$ cat config.mk
export PLATFORM = sky130hd
export DESIGN_NAME = bram_rmw_ctrl_flat
export DESIGN_NICKNAME = d
export VERILOG_FILES = /design/src/rtl/bram_rmw_ctrl_if.sv /design/src/rtl/bram_rmw_ctrl.sv /design/src/flat_wrapper.sv
export SDC_FILE = /design/constraint.sdc
export NUM_CORES = 1
export LEC_CHECK = 0
export BUFFER_PORTS_ARGS = -buffer_cell sky130_fd_sc_hd__buf_2
export CAP_MARGIN = 25
export CELL_PAD_IN_SITES_DETAIL_PLACEMENT = 1
export CELL_PAD_IN_SITES_GLOBAL_PLACEMENT = 2
export CORE_MARGIN = 5
export CORE_UTILIZATION = 30
export CTS_BUF_LIST = sky130_fd_sc_hd__clkbuf_4 sky130_fd_sc_hd__clkbuf_8
export DETAILED_ROUTE_END_ITERATION = 6
export HOLD_SLACK_MARGIN = 0.05
export PLACE_DENSITY = 0.82
export RECOVER_POWER = 25
export SLEW_MARGIN = 20
export SYNTH_ARGS = -nofsm -noshare
export SYNTH_HDL_FRONTEND = slang
export SYNTH_SLANG_ARGS = --single-unit
export TNS_END_PERCENT = 5
$ cat constraint.sdc
create_clock -name clk -period 4.25 [get_ports clk]
set_clock_uncertainty 0.2 [all_clocks]
set_input_delay 0 -clock clk [delete_from_list [all_inputs] [get_ports clk]]
set_output_delay 0 -clock clk [all_outputs]
set_load 0.05 [all_outputs]
$ cat src/rtl/bram_rmw_ctrl_if.sv
// Bundle between the accumulate logic, the RMW controller and the
// dual-port membrane-potential BRAM. The controller takes the slave view.
interface bram_rmw_ctrl_if #(
  parameter int DATA_WIDTH = 16,
  parameter int ADDR_WIDTH = 10
) ();
  logic                  req_valid;
  logic                  req_ready;
  logic [ADDR_WIDTH-1:0] req_addr;
  logic [DATA_WIDTH-1:0] req_delta;
  logic                  clear_start;
  logic                  clear_done;
  logic                  busy;
  logic                  upd_valid;
  logic [ADDR_WIDTH-1:0] upd_addr;
  logic [DATA_WIDTH-1:0] upd_data;
  logic                  en_a, we_a;
  logic [ADDR_WIDTH-1:0] addr_a;
  logic [DATA_WIDTH-1:0] data_in_a;
  logic [DATA_WIDTH-1:0] data_out_a;
  logic                  en_b, we_b;
  logic [ADDR_WIDTH-1:0] addr_b;
  logic [DATA_WIDTH-1:0] data_in_b;

  modport slave (
    input  req_valid, req_addr, req_delta, clear_start, data_out_a,
    output req_ready, clear_done, busy, upd_valid, upd_addr, upd_data,
           en_a, we_a, addr_a, data_in_a, en_b, we_b, addr_b, data_in_b
  );

  modport master (
    output req_valid, req_addr, req_delta, clear_start, data_out_a,
    input  req_ready, clear_done, busy, upd_valid, upd_addr, upd_data,
           en_a, we_a, addr_a, data_in_a, en_b, we_b, addr_b, data_in_b
  );
endinterface

$ cat src/rtl/bram_rmw_ctrl.sv
// Pipelined read-modify-write controller: reads on port A, saturated
// write-back on port B, one update per cycle with same-address forwarding,
// plus a full-memory zero sweep.
module bram_rmw_ctrl #(
  parameter int DATA_WIDTH = 16,
  parameter int ADDR_WIDTH = 10
) (
  input  logic             clk,
  input  logic             rst_n,
  bram_rmw_ctrl_if.slave   bus
);
  localparam int DW = DATA_WIDTH;
  localparam int AW = ADDR_WIDTH;

  typedef enum logic [1:0] {RUN, DRAIN, CLEAR} state_t;

  state_t               state;
  logic                 s1_valid;
  logic                 s1_fwd;
  logic [AW-1:0]        s1_addr;
  logic [DW-1:0]        s1_delta;
  logic [AW-1:0]        clr_cnt;
  logic                 upd_valid_q;
  logic [AW-1:0]        upd_addr_q;
  logic [DW-1:0]        upd_data_q;
  logic                 clear_done_q;
  logic                 busy_q;

  logic                 xfer;
  logic                 fwd;
  logic [DW-1:0]        old_val;
  logic [DW:0]          sum;
  logic [DW-1:0]        new_val;

  assign bus.req_ready = (state == RUN);
  assign xfer          = bus.req_valid && bus.req_ready;
  // A back-to-back hit on the address being written this cycle takes the
  // value from the write path instead of reading port A.
  assign fwd           = s1_valid && (s1_addr == bus.req_addr);

  assign bus.en_a      = xfer && !fwd;
  assign bus.we_a      = 1'b0;
  assign bus.addr_a    = bus.req_addr;
  assign bus.data_in_a = '0;

  assign bus.upd_valid  = upd_valid_q;
  assign bus.upd_addr   = upd_addr_q;
  assign bus.upd_data   = upd_data_q;
  assign bus.clear_done = clear_done_q;
  assign bus.busy       = busy_q;

  // Stage-1 add with saturation; upd_data_q holds last cycle's write value.
  always_comb begin
    old_val = s1_fwd ? upd_data_q : bus.data_out_a;
    sum     = {old_val[DW-1], old_val} + {s1_delta[DW-1], s1_delta};
    new_val = sum[DW-1:0];
    if (sum[DW] != sum[DW-1])
      new_val = sum[DW] ? {1'b1, {(DW-1){1'b0}}} : {1'b0, {(DW-1){1'b1}}};
  end

  // Port B: sweep writes zeros, otherwise serves the stage-1 write-back.
  always_comb begin
    bus.en_b      = 1'b0;
    bus.we_b      = 1'b0;
    bus.addr_b    = s1_addr;
    bus.data_in_b = new_val;
    if (state == CLEAR) begin
      bus.en_b      = 1'b1;
      bus.we_b      = 1'b1;
      bus.addr_b    = clr_cnt;
      bus.data_in_b = '0;
    end else if (s1_valid) begin
      bus.en_b = 1'b1;
      bus.we_b = 1'b1;
    end
  end

  // Request pipeline and update response register.
  always_ff @(posedge clk or negedge rst_n) begin
    if (!rst_n) begin
      s1_valid    <= 1'b0;
      s1_fwd      <= 1'b0;
      s1_addr     <= '0;
      s1_delta    <= '0;
      upd_valid_q <= 1'b0;
      upd_addr_q  <= '0;
      upd_data_q  <= '0;
    end else begin
      s1_valid    <= xfer;
      if (xfer) begin
        s1_addr  <= bus.req_addr;
        s1_delta <= bus.req_delta;
        s1_fwd   <= fwd;
      end
      upd_valid_q <= s1_valid;
      if (s1_valid) begin
        upd_addr_q <= s1_addr;
        upd_data_q <= new_val;
      end
    end
  end

  // Control FSM: RUN -> DRAIN (flush stage 1) -> CLEAR (sweep) -> RUN.
  always_ff @(posedge clk or negedge rst_n) begin
    if (!rst_n) begin
      state        <= RUN;
      clr_cnt      <= '0;
      clear_done_q <= 1'b0;
      busy_q       <= 1'b0;
    end else begin
      clear_done_q <= 1'b0;
      case (state)
        RUN: begin
          if (bus.clear_start) begin
            state  <= DRAIN;
            busy_q <= 1'b1;
          end
        end
        DRAIN: begin
          state   <= CLEAR;
          clr_cnt <= '0;
        end
        CLEAR: begin
          clr_cnt <= clr_cnt + {{(AW-1){1'b0}}, 1'b1};
          if (clr_cnt == {AW{1'b1}}) begin
            state        <= RUN;
            busy_q       <= 1'b0;
            clear_done_q <= 1'b1;
          end
        end
        default: state <= RUN;
      endcase
    end
  end
endmodule

$ cat src/flat_wrapper.sv
// flat-port wrapper written by rule: the top's interface ports become plain ports
module bram_rmw_ctrl_flat 
#(
  parameter int DATA_WIDTH = 16,
  parameter int ADDR_WIDTH = 10
)
  (clk, rst_n, bus_req_valid, bus_req_addr, bus_req_delta, bus_clear_start, bus_data_out_a, bus_req_ready, bus_clear_done, bus_busy, bus_upd_valid, bus_upd_addr, bus_upd_data, bus_en_a, bus_we_a, bus_addr_a, bus_data_in_a, bus_en_b, bus_we_b, bus_addr_b, bus_data_in_b);
  bram_rmw_ctrl_if #(.DATA_WIDTH(DATA_WIDTH), .ADDR_WIDTH(ADDR_WIDTH)) bus_i ();
  input  logic clk;
  input  logic rst_n;
  input wire logic [$bits(bus_i.req_valid)-1:0] bus_req_valid;
  input wire logic [$bits(bus_i.req_addr)-1:0] bus_req_addr;
  input wire logic [$bits(bus_i.req_delta)-1:0] bus_req_delta;
  input wire logic [$bits(bus_i.clear_start)-1:0] bus_clear_start;
  input wire logic [$bits(bus_i.data_out_a)-1:0] bus_data_out_a;
  output wire logic [$bits(bus_i.req_ready)-1:0] bus_req_ready;
  output wire logic [$bits(bus_i.clear_done)-1:0] bus_clear_done;
  output wire logic [$bits(bus_i.busy)-1:0] bus_busy;
  output wire logic [$bits(bus_i.upd_valid)-1:0] bus_upd_valid;
  output wire logic [$bits(bus_i.upd_addr)-1:0] bus_upd_addr;
  output wire logic [$bits(bus_i.upd_data)-1:0] bus_upd_data;
  output wire logic [$bits(bus_i.en_a)-1:0] bus_en_a;
  output wire logic [$bits(bus_i.we_a)-1:0] bus_we_a;
  output wire logic [$bits(bus_i.addr_a)-1:0] bus_addr_a;
  output wire logic [$bits(bus_i.data_in_a)-1:0] bus_data_in_a;
  output wire logic [$bits(bus_i.en_b)-1:0] bus_en_b;
  output wire logic [$bits(bus_i.we_b)-1:0] bus_we_b;
  output wire logic [$bits(bus_i.addr_b)-1:0] bus_addr_b;
  output wire logic [$bits(bus_i.data_in_b)-1:0] bus_data_in_b;
  assign bus_i.req_valid = bus_req_valid;
  assign bus_i.req_addr = bus_req_addr;
  assign bus_i.req_delta = bus_req_delta;
  assign bus_i.clear_start = bus_clear_start;
  assign bus_i.data_out_a = bus_data_out_a;
  assign bus_req_ready = bus_i.req_ready;
  assign bus_clear_done = bus_i.clear_done;
  assign bus_busy = bus_i.busy;
  assign bus_upd_valid = bus_i.upd_valid;
  assign bus_upd_addr = bus_i.upd_addr;
  assign bus_upd_data = bus_i.upd_data;
  assign bus_en_a = bus_i.en_a;
  assign bus_we_a = bus_i.we_a;
  assign bus_addr_a = bus_i.addr_a;
  assign bus_data_in_a = bus_i.data_in_a;
  assign bus_en_b = bus_i.en_b;
  assign bus_we_b = bus_i.we_b;
  assign bus_addr_b = bus_i.addr_b;
  assign bus_data_in_b = bus_i.data_in_b;
  bram_rmw_ctrl #(.DATA_WIDTH(DATA_WIDTH), .ADDR_WIDTH(ADDR_WIDTH)) u_core (.clk(clk), .rst_n(rst_n), .bus(bus_i));
endmodule
== Yosys cells after proc, flatten, opt, wreduce, memory -nomap -nowiden ==
Index checks and enable logic that the tools add are counted.

* $add $sub $neg: 2
* Equality and inequality tests: 7
* Mux-type cells: 16
* Reduce and logical (&&, ||, !) cells: 9

{| class="wikitable"
|+ Operators by type and width
! cell !! number
|-
| 16-bit 2-to-1 mux || 4
|-
| 10-bit case mux with 2 select lines || 1
|-
| 16-bit by 16-bit adder with 17-bit output || 1
|-
| 10-bit by 1-bit adder with 10-bit output, second input constant || 1
|-
| 10-bit equality test || 1
|-
| 10-bit equality test, second input constant || 1
|-
| 10-bit 2-to-1 mux || 1
|-
| 1-bit 2-to-1 mux || 6
|-
| 2-bit case mux with 3 select lines || 1
|-
| 2-bit 2-to-1 mux || 2
|-
| 2-bit inequality test, second input constant || 2
|-
| 2-bit nonzero test || 2
|-
| 1-bit logical AND || 3
|-
| 3-bit AND reduction || 1
|-
| 2-bit by 1-bit equality test with 1-bit output, second input constant || 1
|-
| 2-bit equality test, second input constant || 1
|-
| 2-bit zero test || 1
|-
| 1-bit case mux with 2 select lines || 1
|-
| 2-bit AND reduction || 1
|-
| 1-bit zero test || 1
|-
| 1-bit inequality test || 1
|}

* Register bits: 69
* Bits of input ports: 46

== Logic depth before layout (Yosys ltp) ==
* Depth in word-level cells: 5
* Mapped depth: 14
* Gate-level depth less buffers: 11

== Worst setup path before layout ==
Ideal clock, no wire load.

* Path kind: register -> output
* From: register u_core.s1_fwd
* To: output bus_data_in_b[1]
* Data arrival time: 3.973 ns
* Data required time: 4.050 ns
* Setup slack: 0.077 ns
* Stages on the path, launching flop included: 13
* Path buffers: 3
* Cells stage by stage: dfrtp_1 clkbuf_1 clkbuf_1 mux2_2 ha_1 a21oi_2 o211ai_1 a211oi_2 o21ai_2 xor2_2 buf_6 a21boi_0 nor3_1

* Word-level cells in the longest chain between the ends: 5
* Elaborated cells on any way between the ends: 6
* Classes of those cells: 1 x add/sub; 1 x eq/ne; 4 x mux

{| class="wikitable"
|+ Ends and longest elaborated chain
! item !! RTL line !! RTL
|-
| from (decl) || bram_rmw_ctrl.sv:19 || <nowiki>logic s1_fwd;</nowiki>
|-
| from (signal assigned) || bram_rmw_ctrl.sv:93 || <nowiki>s1_fwd <= fwd;</nowiki>
|-
| 16-bit 2-to-1 mux (*) || bram_rmw_ctrl.sv:54 || <nowiki>old_val = s1_fwd ? upd_data_q : bus.data_out_a;</nowiki>
|-
| 16-bit by 16-bit adder with 17-bit output (*) || bram_rmw_ctrl.sv:55 || <nowiki>sum = {old_val[DW-1], old_val} + {s1_delta[DW-1], s1_delta};</nowiki>
|-
| 16-bit 2-to-1 mux or 1-bit inequality test (tied branches) || bram_rmw_ctrl.sv:58, bram_rmw_ctrl.sv:57 ||
|-
| 16-bit 2-to-1 mux (*) || bram_rmw_ctrl.sv:57 || <nowiki>if (sum[DW] != sum[DW-1])</nowiki>
|-
| 16-bit 2-to-1 mux (*) || bram_rmw_ctrl.sv:67 || <nowiki>if (state == CLEAR) begin</nowiki>
|-
| to (decl) || flat_wrapper.sv:29 || <nowiki>output wire logic [$bits(bus_i.data_in_b)-1:0] bus_data_in_b;</nowiki>
|}

Every way passes the cells marked *; elsewhere a longest branch is shown, timed or not.

== Worst setup path in the final report ==
* From: register u_core.s1_fwd
* To: output bus_data_in_b[8]

The elaborated chain is that of the path after synthesis.

==> impl_metrics.ini <==
[status]
status = finished, final reports clean

[clock_network]
cts.sinks = 69
clkLatencyLatePin_ps = 360
cts_buffers = 9
path_clk_slew_ps = 90
cts_setup_buffers = 0
cts_tree = built
cts_max_path_buffers = 2
root_buffer = clkbuf_8
h-tree-depth = 3

[logic_synthesis]
syn_area_um2 = 4420
syn_inst = 415
ys_seq_area_share_pct = 39.1
synth.distinct_cells = 45
yosysWarnings = 0
synth_edf_count = 0
synth.avg_cell_area_um2 = 10.6
synthArstFlopShare_pct = 100
synth_flop_cell = dfrtp_1
ys_seq_elements = 69

[sta]
worstMarginPinSlew_ps = 1400
setup_ws_ps = 266
grt_setup_unrepaired = false
fin_crit_sh_pct = 93.7
slew_headroom_pct = 6.39
tns_ps = 0
fmax_ghz = 0.251
hold_violations = 0
finalSetupViolations = 0
finalCriticalPeriod_ps = 3980
slew_viol_final = 0

[die]
die_area_um2 = 17200
die_w_um = 131
pin_count = 132
initial_core_util_pct = 30.5
fp.dieH_um = 131
design.core.area_um2 = 14500
num_rows = 44

[global_route]
grtUsageTotal_pct = 14.7
antenna_found_initial = 0
grt_pass1_vias = 3902
grt-ovfl-total = 0
grt_start_max_net_pins = 31
grt_first_pass_wirelength_um = 20700

[placed_design]
place_area_um2 = 5100
dp_hpwl_um = 9510
gp_congestion = 0.818
io_buffer_count = 114
pre_cts_ws_ps = 349

[routing]
route.detailed.drc = 0
via_per_inst = 4.80
wl_per_cell_um = 17.1
drt_iter0_markers = 181
first_pass_iters = 4
route.vias.total = 3573
totalWireLength_um = 12700
ant_nets = 0

[final_layout]
syn_to_final_growth_pct = 26.0
nets = 622
drive_gt1_share_pct = 39.3
fin_area_um2 = 5560
num_antenna_cells = 0

[critical_path]
crit_fanout = 12
cp-end-kind = primary output
crit_type = flip-flop to primary output
start_kind = flip-flop
arrival_ps = 3780
worstPathRequired_ps = 4050

[min_path]
hold_path.class = input port to flip-flop

[run]
max_cap_viol_count = 0
[path summary, 6_finish.rpt]
check                                        from                      to  slack [ps]  cells past startpoint
min in group asynchronous                   rst_n       u_core.clr_cnt[2]         920                      4
hold reg to reg            u_core.bus.upd_addr[8]  u_core.bus.upd_addr[8]         310                      1
setup reg to reg                    u_core.s1_fwd  u_core.bus.upd_data[8]         600                     11
setup / recovery                    u_core.s1_fwd        bus_data_in_b[8]         270                     12
hold / removal                  bus_data_out_a[0]  u_core.bus.upd_data[0]         110                      5
max in group asynchronous                   rst_n           u_core.s1_fwd        1890                      5
[sequential cells by signal, summed over array words and instances (netlist names), 2 cells and up]
register and flops:
u_core.state 2, u_core.clr_cnt 10, u_core.bus.upd_addr 10, u_core.bus.upd_data 16, u_core.s1_addr 10, u_core.s1_delta 16
[logic make-up after synthesis]
group	after synthesis	share of synthesized area, %
buffers and inverters	63	8.10
AO/OA/AOI/OAI	61	8.64
multiplexers	79	20.4
other	1	0.0849
XOR/XNOR	26	5.33
adder cells (fa/ha/maj)	32	8.73
flip-flops	69	39.1
AND/OR/NAND/NOR	84	9.63
[Yosys cell counts (2+ instances only)]
master / instances / area (um^2)
mux2_2: 71 / 800
dfrtp_1: 69 / 1730
buf_4: 28 / 210
inv_1: 21 / 78.8
ha_1: 20 / 250
xnor2_1: 19 / 166
nor2_1: 18 / 67.6
a21oi_1: 17 / 85.1
o21ai_0: 17 / 85.1
nand2_1: 14 / 52.6
nand3_1: 12 / 60.1
and2_1: 11 / 68.8
clkbuf_1: 10 / 37.5
o22ai_1: 8 / 50.1
maj3_1: 7 / 70.1
nor3_1: 7 / 35.0
xor2_1: 6 / 52.6
and3_1: 5 / 31.3
nand4_1: 5 / 31.3
maj3_2: 4 / 45.0
mux2_4: 4 / 60.1
mux2i_1: 4 / 40.0
nand2b_1: 4 / 25.0
nor2b_1: 4 / 25.0
o211ai_1: 4 / 30.0
a211oi_2: 3 / 37.5
a21o_1: 3 / 22.5
buf_6: 2 / 22.5
o21ai_2: 2 / 17.5
[area by class of cell]
type / instances / area, um^2
Clock buffer: 10 / 138
Clock inverter: 6 / 46.3
Fill cell: 1677 / 8910
Inverter: 21 / 78.8
Multi-Input combinational cell: 299 / 2390
Sequential cell: 69 / 1730
Tap cell: 184 / 230
Timing Repair Buffer: 155 / 952
[placed cells by master (no fill, tap or decap), drive strengths merged, types with 14 or more instances in the layout]
cell type / instances
nand2: 14
dfrtp: 69
ha: 20
a21oi: 18
nor2: 18
dlygate4sd3: 31
clkbuf: 19
conb: 17
mux2: 75
buf: 115
xnor2: 19
inv: 23
o21ai: 20
[layer usage]
metal  track usage [%]  up-vias  wire length [um]
li1                  -     1692                 -
met1              18.7     1782              5670
met2              24.6       82              6250
met3              3.36       17               540
met4              5.09        0               229
met5                 0        -                 0
[stage by stage]
| stage | instances | hold WS (ps) | utilization, % |
|---|---|---|---|
| 6_report | 744 | 115 | 38.4 |
| 5_1_grt | 744 | 135 | 38.4 |
| 4_1_cts | 744 | 97.0 | 38.8 |
| 3_5_place_dp | 696 | -131 | 35.2 |
| 3_3_place_gp | 695 | 33.1 | 35.0 |
| 2_1_floorplan | 431 | -496 | - |
[repair_timing]
action / in CTS / in global routing
hold buffers: 32 / 0
setup endpoints to repair: 0 / 15
gates resized for setup: 0 / 1
hold endpoints to repair: 74 / 0
[worst max-delay path, cell delays in order (launching register included)]
cell and delay, ps:
dfrtp_2 560, buf_4 230, mux2_2 350, ha_1 350, a21o_1 240, a21oi_1 270
and2b_1 190, o21a_1 190, o21ai_2 90, buf_4 200, maj3_1 390, and2_1 170
buf_2 200
Power is not shown: default switching activity piles up to over one toggle a cycle in this logic, so the estimate is an artifact.
